[src/rtl/bus_arbiter_if.sv]
// Bus-side signal bundle between the round-robin arbiter and its requesters.
// Active-low names keep the _B suffix used on the physical bus.
interface bus_arbiter_if #(
    parameter int NUM_REQ = 8
);
    logic [NUM_REQ-1:0] REQ_B;
    logic               FRAME_B;
    logic               IRDY_B;
    logic [NUM_REQ-1:0] GNT_B;
    logic [2:0]         owner;
    logic               bus_busy;
    logic               timeout;

    // Requester/bus side: drives requests and bus phase signals.
    modport master (
        output REQ_B, FRAME_B, IRDY_B,
        input  GNT_B, owner, bus_busy, timeout
    );

    // Arbiter side.
    modport slave (
        input  REQ_B, FRAME_B, IRDY_B,
        output GNT_B, owner, bus_busy, timeout
    );
endinterface

[src/rtl/bus_arbiter.sv]
// Eight-way round-robin bus arbiter with grant timeout, request withdrawal
// and a one-cycle turnaround between bus tenures. All outputs are registered.
module bus_arbiter #(
    parameter int NUM_REQ     = 8,
    parameter int GNT_TIMEOUT = 16
) (
    input  logic         clk,
    input  logic         rstb,
    bus_arbiter_if.slave bus
);

    if (NUM_REQ != 8) begin : g_bad_num_req
        $error("bus_arbiter: NUM_REQ must be 8");
    end
    if (GNT_TIMEOUT < 2 || GNT_TIMEOUT > 255) begin : g_bad_timeout
        $error("bus_arbiter: GNT_TIMEOUT must be in 2..255");
    end

    localparam logic [7:0] TIMEOUT_LAST = 8'(GNT_TIMEOUT - 1);
    localparam logic [7:0] CNT_MAX      = 8'hFF;
    localparam logic [7:0] GNT_NONE     = 8'hFF;

    typedef enum logic [1:0] {
        IDLE  = 2'd0,
        GRANT = 2'd1,
        BUSY  = 2'd2,
        TURN  = 2'd3
    } state_e;

    state_e     state_q;
    logic [7:0] gnt_b_q;
    logic [2:0] owner_q;
    logic [2:0] last_owner_q;
    logic       bus_busy_q;
    logic       timeout_q;
    logic [7:0] cnt_q;

    logic [2:0] winner;
    logic       win_valid;
    logic [2:0] cand;
    logic [7:0] gnt_b_d;

    // Round-robin search: start just after the previous grantee and wrap.
    always_comb begin
        // NOTE: every variable gets a default before any conditional write,
        // otherwise the unassigned paths infer latches.
        winner    = '0;
        win_valid = 1'b0;
        cand      = '0;
        for (int k = 1; k <= NUM_REQ; k++) begin
            cand = last_owner_q + 3'(k);
            if (!win_valid && !bus.REQ_B[cand]) begin
                winner    = cand;
                win_valid = 1'b1;
            end
        end
        gnt_b_d = ~(8'b0000_0001 << winner);
    end

    always_ff @(posedge clk or negedge rstb) begin
        if (!rstb) begin
            // last_owner of 7 makes requester 0 the first candidate after reset.
            state_q      <= IDLE;
            gnt_b_q      <= GNT_NONE;
            owner_q      <= '0;
            last_owner_q <= 3'd7;
            bus_busy_q   <= 1'b0;
            timeout_q    <= 1'b0;
            cnt_q        <= '0;
        end else begin
            // NOTE: state registers use non-blocking assignments so every
            // branch below sees the pre-edge values of the other registers.
            timeout_q <= 1'b0;
            unique case (state_q)
                IDLE: begin
                    if (win_valid) begin
                        state_q      <= GRANT;
                        gnt_b_q      <= gnt_b_d;
                        owner_q      <= winner;
                        last_owner_q <= winner;
                        cnt_q        <= '0;
                    end
                end

                GRANT: begin
                    if (bus.FRAME_B && cnt_q != CNT_MAX) begin
                        cnt_q <= cnt_q + 8'd1;
                    end
                    // Frame start outranks both timeout and withdrawal.
                    if (!bus.FRAME_B) begin
                        state_q    <= BUSY;
                        gnt_b_q    <= GNT_NONE;
                        bus_busy_q <= 1'b1;
                    end else if (cnt_q == TIMEOUT_LAST) begin
                        state_q   <= TURN;
                        gnt_b_q   <= GNT_NONE;
                        timeout_q <= 1'b1;
                    end else if (bus.REQ_B[owner_q]) begin
                        state_q <= TURN;
                        gnt_b_q <= GNT_NONE;
                    end
                end

                BUSY: begin
                    if (bus.FRAME_B && bus.IRDY_B) begin
                        state_q    <= TURN;
                        bus_busy_q <= 1'b0;
                    end
                end

                TURN: begin
                    state_q <= IDLE;
                end

                default: begin
                    state_q <= IDLE;
                    gnt_b_q <= GNT_NONE;
                end
            endcase
        end
    end

    assign bus.GNT_B    = gnt_b_q;
    assign bus.owner    = owner_q;
    assign bus.bus_busy = bus_busy_q;
    assign bus.timeout  = timeout_q;

    a_one_cold: assert property (@(posedge clk) disable iff (!rstb)
        $countones(~gnt_b_q) <= 1);

    a_no_grant_busy: assert property (@(posedge clk) disable iff (!rstb)
        bus_busy_q |-> (gnt_b_q == GNT_NONE));

endmodule

[src/flat_wrapper.sv]
// flat-port wrapper written by rule: the top's interface ports become plain ports
module bus_arbiter_flat 
#(
    parameter int NUM_REQ     = 8,
    parameter int GNT_TIMEOUT = 16
)
  (clk, rstb, bus_REQ_B, bus_FRAME_B, bus_IRDY_B, bus_GNT_B, bus_owner, bus_bus_busy, bus_timeout);
  bus_arbiter_if #(.NUM_REQ(NUM_REQ)) bus_i ();
  input  logic clk;
  input  logic rstb;
  input wire logic [$bits(bus_i.REQ_B)-1:0] bus_REQ_B;
  input wire logic [$bits(bus_i.FRAME_B)-1:0] bus_FRAME_B;
  input wire logic [$bits(bus_i.IRDY_B)-1:0] bus_IRDY_B;
  output wire logic [$bits(bus_i.GNT_B)-1:0] bus_GNT_B;
  output wire logic [$bits(bus_i.owner)-1:0] bus_owner;
  output wire logic [$bits(bus_i.bus_busy)-1:0] bus_bus_busy;
  output wire logic [$bits(bus_i.timeout)-1:0] bus_timeout;
  assign bus_i.REQ_B = bus_REQ_B;
  assign bus_i.FRAME_B = bus_FRAME_B;
  assign bus_i.IRDY_B = bus_IRDY_B;
  assign bus_GNT_B = bus_i.GNT_B;
  assign bus_owner = bus_i.owner;
  assign bus_bus_busy = bus_i.bus_busy;
  assign bus_timeout = bus_i.timeout;
  bus_arbiter #(.NUM_REQ(NUM_REQ), .GNT_TIMEOUT(GNT_TIMEOUT)) u_core (.clk(clk), .rstb(rstb), .bus(bus_i));
endmodule
[config.mk]
export PLATFORM = sky130hd
export DESIGN_NAME = bus_arbiter_flat
export DESIGN_NICKNAME = d
export VERILOG_FILES = /design/src/rtl/bus_arbiter_if.sv /design/src/rtl/bus_arbiter.sv /design/src/flat_wrapper.sv
export SDC_FILE = /design/constraint.sdc
export NUM_CORES = 1
export LEC_CHECK = 0
export BUFFER_PORTS_ARGS = -buffer_cell sky130_fd_sc_hd__buf_2
export CORE_AREA = 2 2 69 136
export DETAILED_ROUTE_END_ITERATION = 8
export DIE_AREA = 0 0 71 138
export PLACE_DENSITY = 0.51
export SYNTH_ARGS = -nofsm -noshare
export SYNTH_HDL_FRONTEND = slang
export SYNTH_SLANG_ARGS = --single-unit
export TNS_END_PERCENT = 20
[constraint.sdc]
create_clock -name clk -period 3.92 [get_ports clk]
set_input_delay 0.784 -clock clk [delete_from_list [all_inputs] [get_ports clk]]
set_output_delay 0.784 -clock clk [all_outputs]
set_load 0.02 [all_outputs]
==> out/qor.yml, run 1 <==
status:
  status: "finished clean"
clock_network:
  cts_setup_buffers: 0
  cts.clk_slew.worst_paths_ns: 0.07
  cts_hold_buf: 0
  tritoncts.num_buffers: 3
  clock_sinks: 26
  clk_latency_ns: 0.26
  cts_resized: 0
  htreeDepth: 1
  root_buffer: "clkbuf_16"
  cts_buffer_depth: 2
  cts_tree: "built"
place:
  placed_area_um2: 2730
  hpwl_um: 5700
  gp_congestion: 0.880
  portBuffers: 24
  dp.cells: 368
critical_path:
  cp-end-kind: "flip-flop"
  cp_top_family: "compound AO/OA/AOI/OAI gates"
  crit_path_frequent_cell: "a41oi_1"
  critical-path-max-stage-delay_ns: 0.68
  crit_buf_inv: 1
  required_ns: 4.10
  path_class: "flip-flop to flip-flop"
  reg2reg_slack_ns: 0.45
  crit_path_start_kind: "flip-flop"
  arrival_ns: 3.65
  critPathLaunch: "u_core.last_owner_q[0]"
  crit_fanout: 12
  crit_chain: "inv_1 -> ha_1 -> mux4_2 -> o21ai_0 -> o32ai_2 -> and3_4 -> a221oi_2 -> a41oi_1 -> a41oi_1"
  crit_slowest_cell: "mux4_2"
  crit-reg2reg-launch: "u_core.last_owner_q[0]"
logic_synthesis:
  synth_top_flop_cell: "dfrtp_1"
  syn_nets: 269
  synthDistinctLibCells: 67
  ys_seq_elements: 26
  synth_cells: 251
  syn_area_per_cell_um2: 10.1
  yosysSeqAreaShare_pct: 26.2
  synth_warnings: 0
  netlist_area_um2: 2540
  synth_edf_count: 0
  async_flop_share_pct: 100
finish:
  area_growth_pct: 11.6
  drive_gt1_share_pct: 31.9
  fillCellCount: 906
  final_cell_mix: "buf_2, nor2_1, o21ai_0, dfrtp_1"
  final_common_cell: "buf_2"
  post_layout_nonfiller_instances: 372
  nets: 289
  final_core_util_pct: 31.9
  postLayoutCellArea_um2: 2830
  diodes: 0
pwr:
  power.total_mw: 2.95
  leakage_nw: 1.09
  powerDensity_nw_per_um2: 1040
  ir_worst_vdd_mv: 0.412
floorplanning:
  die_h_um: 138
  pin_count: 25
  dieWidth_um: 71
  core-area_um2: 8890
  start_util_pct: 28.6
  num_rows: 49
  die-area_um2: 9800
grt:
  grt_first_pass_wirelength_um: 11600
  grt_max_degree: 27
  grt_util_all_layers_pct: 14.8
  gr-total-overflow: 0
  first_global_vias: 2156
  antenna_found_initial: 0
timing:
  hold_viol: 0
  max_freq_ghz: 0.289
  fin_tns_setup_ns: 0
  skew_ns: 0.00285
  report.final.slew_viol_count: 0
  setup_viol: 0
  period_needed_ns: 3.47
  grt_setup_unrepaired: "no"
  worst_pin_slew_ns: 0.737
  relSlewSlack_pct: 50.7
  fin_crit_sh_pct: 88.4
flow_run:
  max_cap_violations: 0
route:
  drc: 0
  wire_per_inst_um: 19.5
  vias_per_cell: 5.86
  drt-initial-drc-count: 96
  wl_um: 7260
  top_layer: "met4"
  vias: 2181
  drtAntennaViolNets: 0
  wl_met1_um: 2600
  dr_wl_met3_um: 116
  wl_met2_um: 4240
  dr.pass1.iters: 4
worst_hold_path:
  hp-class: "flip-flop to flip-flop"
  min-delay-start: "u_core.bus.GNT_B[5]"
logic make-up after synthesis:
family          synth area share [%]
simple gates                    15.7
compound gates                  24.3
flops                           26.2
buf+inv                         5.32
fa+ha+maj                       2.96
xor+xnor                       0.986
mux                             24.6
cells in the mapped netlist, drive strengths merged (3+ instances only):
| master | instances | area share [%] |
|---|---|---|
| o221ai | 3 | 1.0 |
| mux2 | 11 | 5.0 |
| o21a | 3 | 0.89 |
| o21ai | 20 | 4.1 |
| nand2 | 14 | 2.2 |
| o211ai | 3 | 0.89 |
| ha | 6 | 3.0 |
| or3 | 5 | 1.3 |
| dfstp | 11 | 11 |
| nand3 | 12 | 2.9 |
| a41oi | 5 | 1.7 |
| buf | 8 | 2.5 |
| nand2b | 6 | 1.5 |
| clkbuf | 5 | 0.74 |
| nor2 | 22 | 3.4 |
| inv | 14 | 2.1 |
| a221oi | 3 | 1.5 |
| mux4 | 17 | 16 |
| o31ai | 3 | 1.4 |
| a21oi | 14 | 2.8 |
| mux2i | 9 | 4.0 |
| and3 | 4 | 1.2 |
| a31oi | 5 | 1.2 |
| dfrtp | 15 | 15 |
worst register-to-register path: stages, from the launching register on:
cell,delay [ns]
dfstp_2,0.53
inv_1,0.10
ha_1,0.63
mux4_2,0.68
o21ai_0,0.30
o32ai_2,0.17
and3_4,0.22
a221oi_2,0.30
a41oi_1,0.16
a41oi_1,0.30
metal layers:
layer	GRT usage, %	up-vias
met5	0	-
met4	6.95	0
met3	0.656	13
met2	28.8	46
met1	15.6	1090
li1	-	1032
flip-flops by register name, indices dropped and copies added, names as in the netlist:
signal / cells
u_core.bus.owner: 3
u_core.state_q: 2
u_core.bus.GNT_B: 8
u_core.bus.bus_busy: 1
u_core.last_owner_q: 3
u_core.bus.timeout: 1
u_core.cnt_q: 8
layout make-up:
| cell class | instances | area [um^2] | area share (%) |
|---|---|---|---|
| clock buffers | 4 | 100 | 3.53 |
| repair buffers | 28 | 150 | 5.30 |
| well taps | 102 | 128 | 4.50 |
| flip-flops and latches | 26 | 664 | 23.4 |
| inverters | 14 | 52.6 | 1.85 |
| multi-input cells | 198 | 1740 | 61.4 |
worst paths after layout:
| path | cells after the start | end |
|---|---|---|
| max in group asynchronous | 1 | u_core.state_q[1] |
| max | 9 | u_core.bus.GNT_B[3] |
| min in group asynchronous | 1 | u_core.bus.owner[0] |
| max reg2reg | 9 | u_core.bus.GNT_B[3] |
| min | 2 | u_core.bus.GNT_B[5] |
| min reg2reg | 2 | u_core.bus.GNT_B[5] |
power by group:
part	internal (mW)	switching [mW]	leakage, nW
combinational	0.869	1.31	0.734
clock	0.178	0.0976	0.0493
sequential	0.388	0.106	0.311
total	1.43	1.51	1.09
through the flow:
| stage | setup WS, ns | hold slack (ns) |
|---|---|---|
| global placement | 0.485 | 0.499 |
| detailed placement | 0.443 | 0.491 |
| CTS | 0.422 | 0.506 |
| finish | 0.454 | 0.507 |
| floorplan | 0.323 | 0.486 |
| global route | 0.220 | 0.529 |
No activity file was read; power rests on OpenSTA's default activity.
==> run 2: changes to the inputs <==
Settings changed: ABC_AREA from default to 1, CORE_AREA 2 2 69 136 to 2 2 64 126, DIE_AREA 0 0 71 138 to 0 0 66 128, SKIP_LAST_GASP from default to 1.
==> run 2 against run 1 <==
Against the previous run:
- flip-flop and latch count stayed put
- clock skew increased by 0.0060 ns
- non-clock buffer count fell by 3
- fmax rose by 8.7%
- register-to-register slack gained 0.28 ns
- critical endpoint unchanged
==> out/qor.yml, run 2 <==
critical_path:
  r2r.worst_path.cells: 15  # +6
  path_class: "flip-flop to flip-flop"
  crit_buf_inv: 2  # +1
  reg2reg_to: "u_core.bus.GNT_B[3]"
  worstSetupPathDepth: 15  # +6
  critical-path-max-stage-delay_ns: 0.66  # -0.02 ns
  required_ns: 4.11  # about the same
  crit_fanout: 11  # -1
  arrival_ns: 3.38  # -0.27 ns
  crit_chain: "clkinv_2 -> ha_1 -> inv_1 -> nand3_1 -> nand2_1 -> nand2_1 -> nand2_2 -> nor2_8 -> nand2_1 -> nor2_2 -> nand4_1 -> nand3_2 -> nand2_1 -> o21ai_1 -> nand2_1"
  cp-end-kind: "flip-flop"
  crit-reg2reg-launch: "u_core.last_owner_q[1]"
  reg2reg_slack_ns: 0.73  # +0.28 ns
  critPathLaunch: "u_core.last_owner_q[1]"
  cp_top_family: "simple AND/OR/NAND/NOR gates"
  crit_end: "u_core.bus.GNT_B[3]"
  crit_path_start_kind: "flip-flop"
  crit_path_frequent_cell: "nand2_1"
  crit_slowest_cell: "dfstp_2"
grt:
  grt_max_degree: 27  # unchanged
  antenna_found_initial: 0  # unchanged
  grt_first_pass_wirelength_um: 9860  # -15%
  first_global_vias: 2161  # +0.23%
  grt_util_all_layers_pct: 15.5  # +0.63 points
  gr-total-overflow: 0  # unchanged
place:
  gp_congestion: 0.952  # +8.2%
  portBuffers: 24  # unchanged
  hpwl_um: 4990  # -13%
finish:
  fillCellCount: 831  # -8.3%
  diodes: 0  # unchanged
  final_cell_mix: "nand2_1, nand3_1, inv_1, buf_2, nor2_1"
  final_common_cell: "nand2_1"
  nets: 360  # +25%
  area_growth_pct: 12.3
  drive_gt1_share_pct: 21.7  # -10 points
route:
  drtAntennaViolNets: 0  # unchanged
  drt-initial-drc-count: 118  # +23%
  dr.pass1.iters: 4  # unchanged
  vias_per_cell: 4.72  # -19%
  wire_per_inst_um: 13.6  # -30%
  drc: 0  # unchanged
  vias: 2055  # -5.8%
  wl_um: 5930  # -18%
logic_synthesis:
  async_flop_share_pct: 100  # unchanged
  synth_edf_count: 0  # unchanged
  yosysSeqAreaShare_pct: 30.6  # +4.5 points
  syn_area_per_cell_um2: 6.80  # -33%
  syn_nets: 337  # +25%
  yosysMostFrequentCell: "nand2_1"
  yosys.area.top_type: "nand2_1"
  ys_seq_elements: 26  # unchanged
  synthTopCellsByArea: "nand2_1, dfrtp_1, dfstp_2"
  synth_top_area_share_pct: 19.6  # +4.8 points
  synthDistinctLibCells: 35  # -48%
  synth_cells: 319  # +27%
  synth_top_flop_cell: "dfrtp_1"
  synth_warnings: 0  # unchanged
  netlist_area_um2: 2170  # -15%
  synthTopCellsByCount: "nand2_1, nand3_1, inv_1"
clock_network:
  htreeDepth: 1  # unchanged
  cts_buffer_depth: 2  # unchanged
  cts_resized: 0  # unchanged
  cts.clk_slew.worst_paths_ns: 0.07  # about the same
  clock_sinks: 26  # unchanged
  cts_hold_buf: 0  # unchanged
  tritoncts.num_buffers: 3  # unchanged
  cts_tree: "built"
  clk_latency_ns: 0.27  # about the same
  cts_setup_buffers: 0  # unchanged
  root_buffer: "clkbuf_16"
timing:
  fin_tns_setup_ns: 0  # unchanged
  relSlewSlack_pct: 59.8  # +9.1 points
  fin_crit_sh_pct: 81.4  # -7.1 points
  report.final.slew_viol_count: 0  # unchanged
  setup_viol: 0  # unchanged
  max_freq_ghz: 0.314  # +8.7%
  whs_ns: 0.465  # -0.0415 ns
  hold_viol: 0  # unchanged
  grt_setup_unrepaired: "no"
  period_needed_ns: 3.19  # -0.276 ns
  worst_pin_slew_ns: 0.603  # -0.134 ns
  skew_ns: 0.00885  # +0.00600 ns
floorplanning:
  dieWidth_um: 66  # -7.0%
  start_util_pct: 28.7  # +0.18 points
  pin_count: 25  # unchanged
  die-area_um2: 8450  # -14%
  core-area_um2: 7540  # -15%
  num_rows: 45  # -8.2%
  die_h_um: 128  # -7.2%
worst_hold_path:
  hp-class: "flip-flop to flip-flop"
status:
  status: "finished clean"
flow_run:
  max_cap_violations: 0  # unchanged
[run 2: worst reg2reg max path, cell delays in order (launching register included)]
cell	delay (ns)
dfstp_2	0.66
clkinv_2	0.17
ha_1	0.47
inv_1	0.16
nand3_1	0.11
nand2_1	0.07
nand2_1	0.11
nand2_2	0.13
nor2_8	0.19
nand2_1	0.08
nor2_2	0.19
nand4_1	0.23
nand3_2	0.19
nand2_1	0.08
o21ai_1	0.18
nand2_1	0.07
[run 2: metrics by stage]
| step | utilization [%] | worst slack (ns) | cell area (um^2) | cells |
|---|---|---|---|---|
| 2_1_floorplan | - | 1.36 | 2170 | 319 |
| 3_3_place_gp | 31.2 | 0.766 | 2360 | 431 |
| 3_5_place_dp | 31.2 | 0.748 | 2360 | 431 |
| 4_1_cts | 32.3 | 0.732 | 2430 | 435 |
| 5_1_grt | 32.3 | 0.502 | 2430 | 435 |
| 6_report | 32.3 | 0.731 | 2430 | 435 |
[run 2: how the worst min path moves through the flow]
stage | start | endpoint | slack [ns] | depth (start not counted)
after floorplan | u_core.cnt_q[7] | u_core.cnt_q[7] | 0.45 | 2
after detailed placement | u_core.bus.GNT_B[6] | u_core.bus.GNT_B[6] | 0.46 | 2
after CTS | u_core.bus.GNT_B[2] | u_core.bus.GNT_B[2] | 0.47 | 2
final | u_core.bus.GNT_B[2] | u_core.bus.GNT_B[2] | 0.47 | 2
after global routing | u_core.bus.GNT_B[1] | u_core.bus.GNT_B[1] | 0.48 | 2
after global placement | u_core.bus.bus_busy | u_core.bus.bus_busy | 0.45 | 2
[run 2: area by class of cell]
class	count	area [um^2]	share of cell area (%)
flip-flops and latches	26	664	27.3
clock buffers	4	78.8	3.24
inverters	34	131	5.40
multi-input cells	252	1320	54.0
repair buffers	25	128	5.24
well taps	94	118	4.83
[run 2: cell families (layout without fill, tap and decap cells)]
kind of cell    count (synthesis)  in the layout  synth area share, %
flops                          26             26                 30.6
buf+inv                        41             63                 8.71
simple gates                  210            210                 47.5
compound gates                 32             32                 8.08
fa+ha+maj                       6              6                 3.46
xor+xnor                        4              4                 1.62
[run 2: per-layer routing]
layer	global-route usage, %	share of wire (%)
met3	1.05	0.91
met4	9.96	4.6
met2	31.8	62
met5	0	0
met1	13.1	33
Power of run 2 is not shown: default switching activity piles up to over one toggle a cycle in this logic, so the estimate is an artifact.
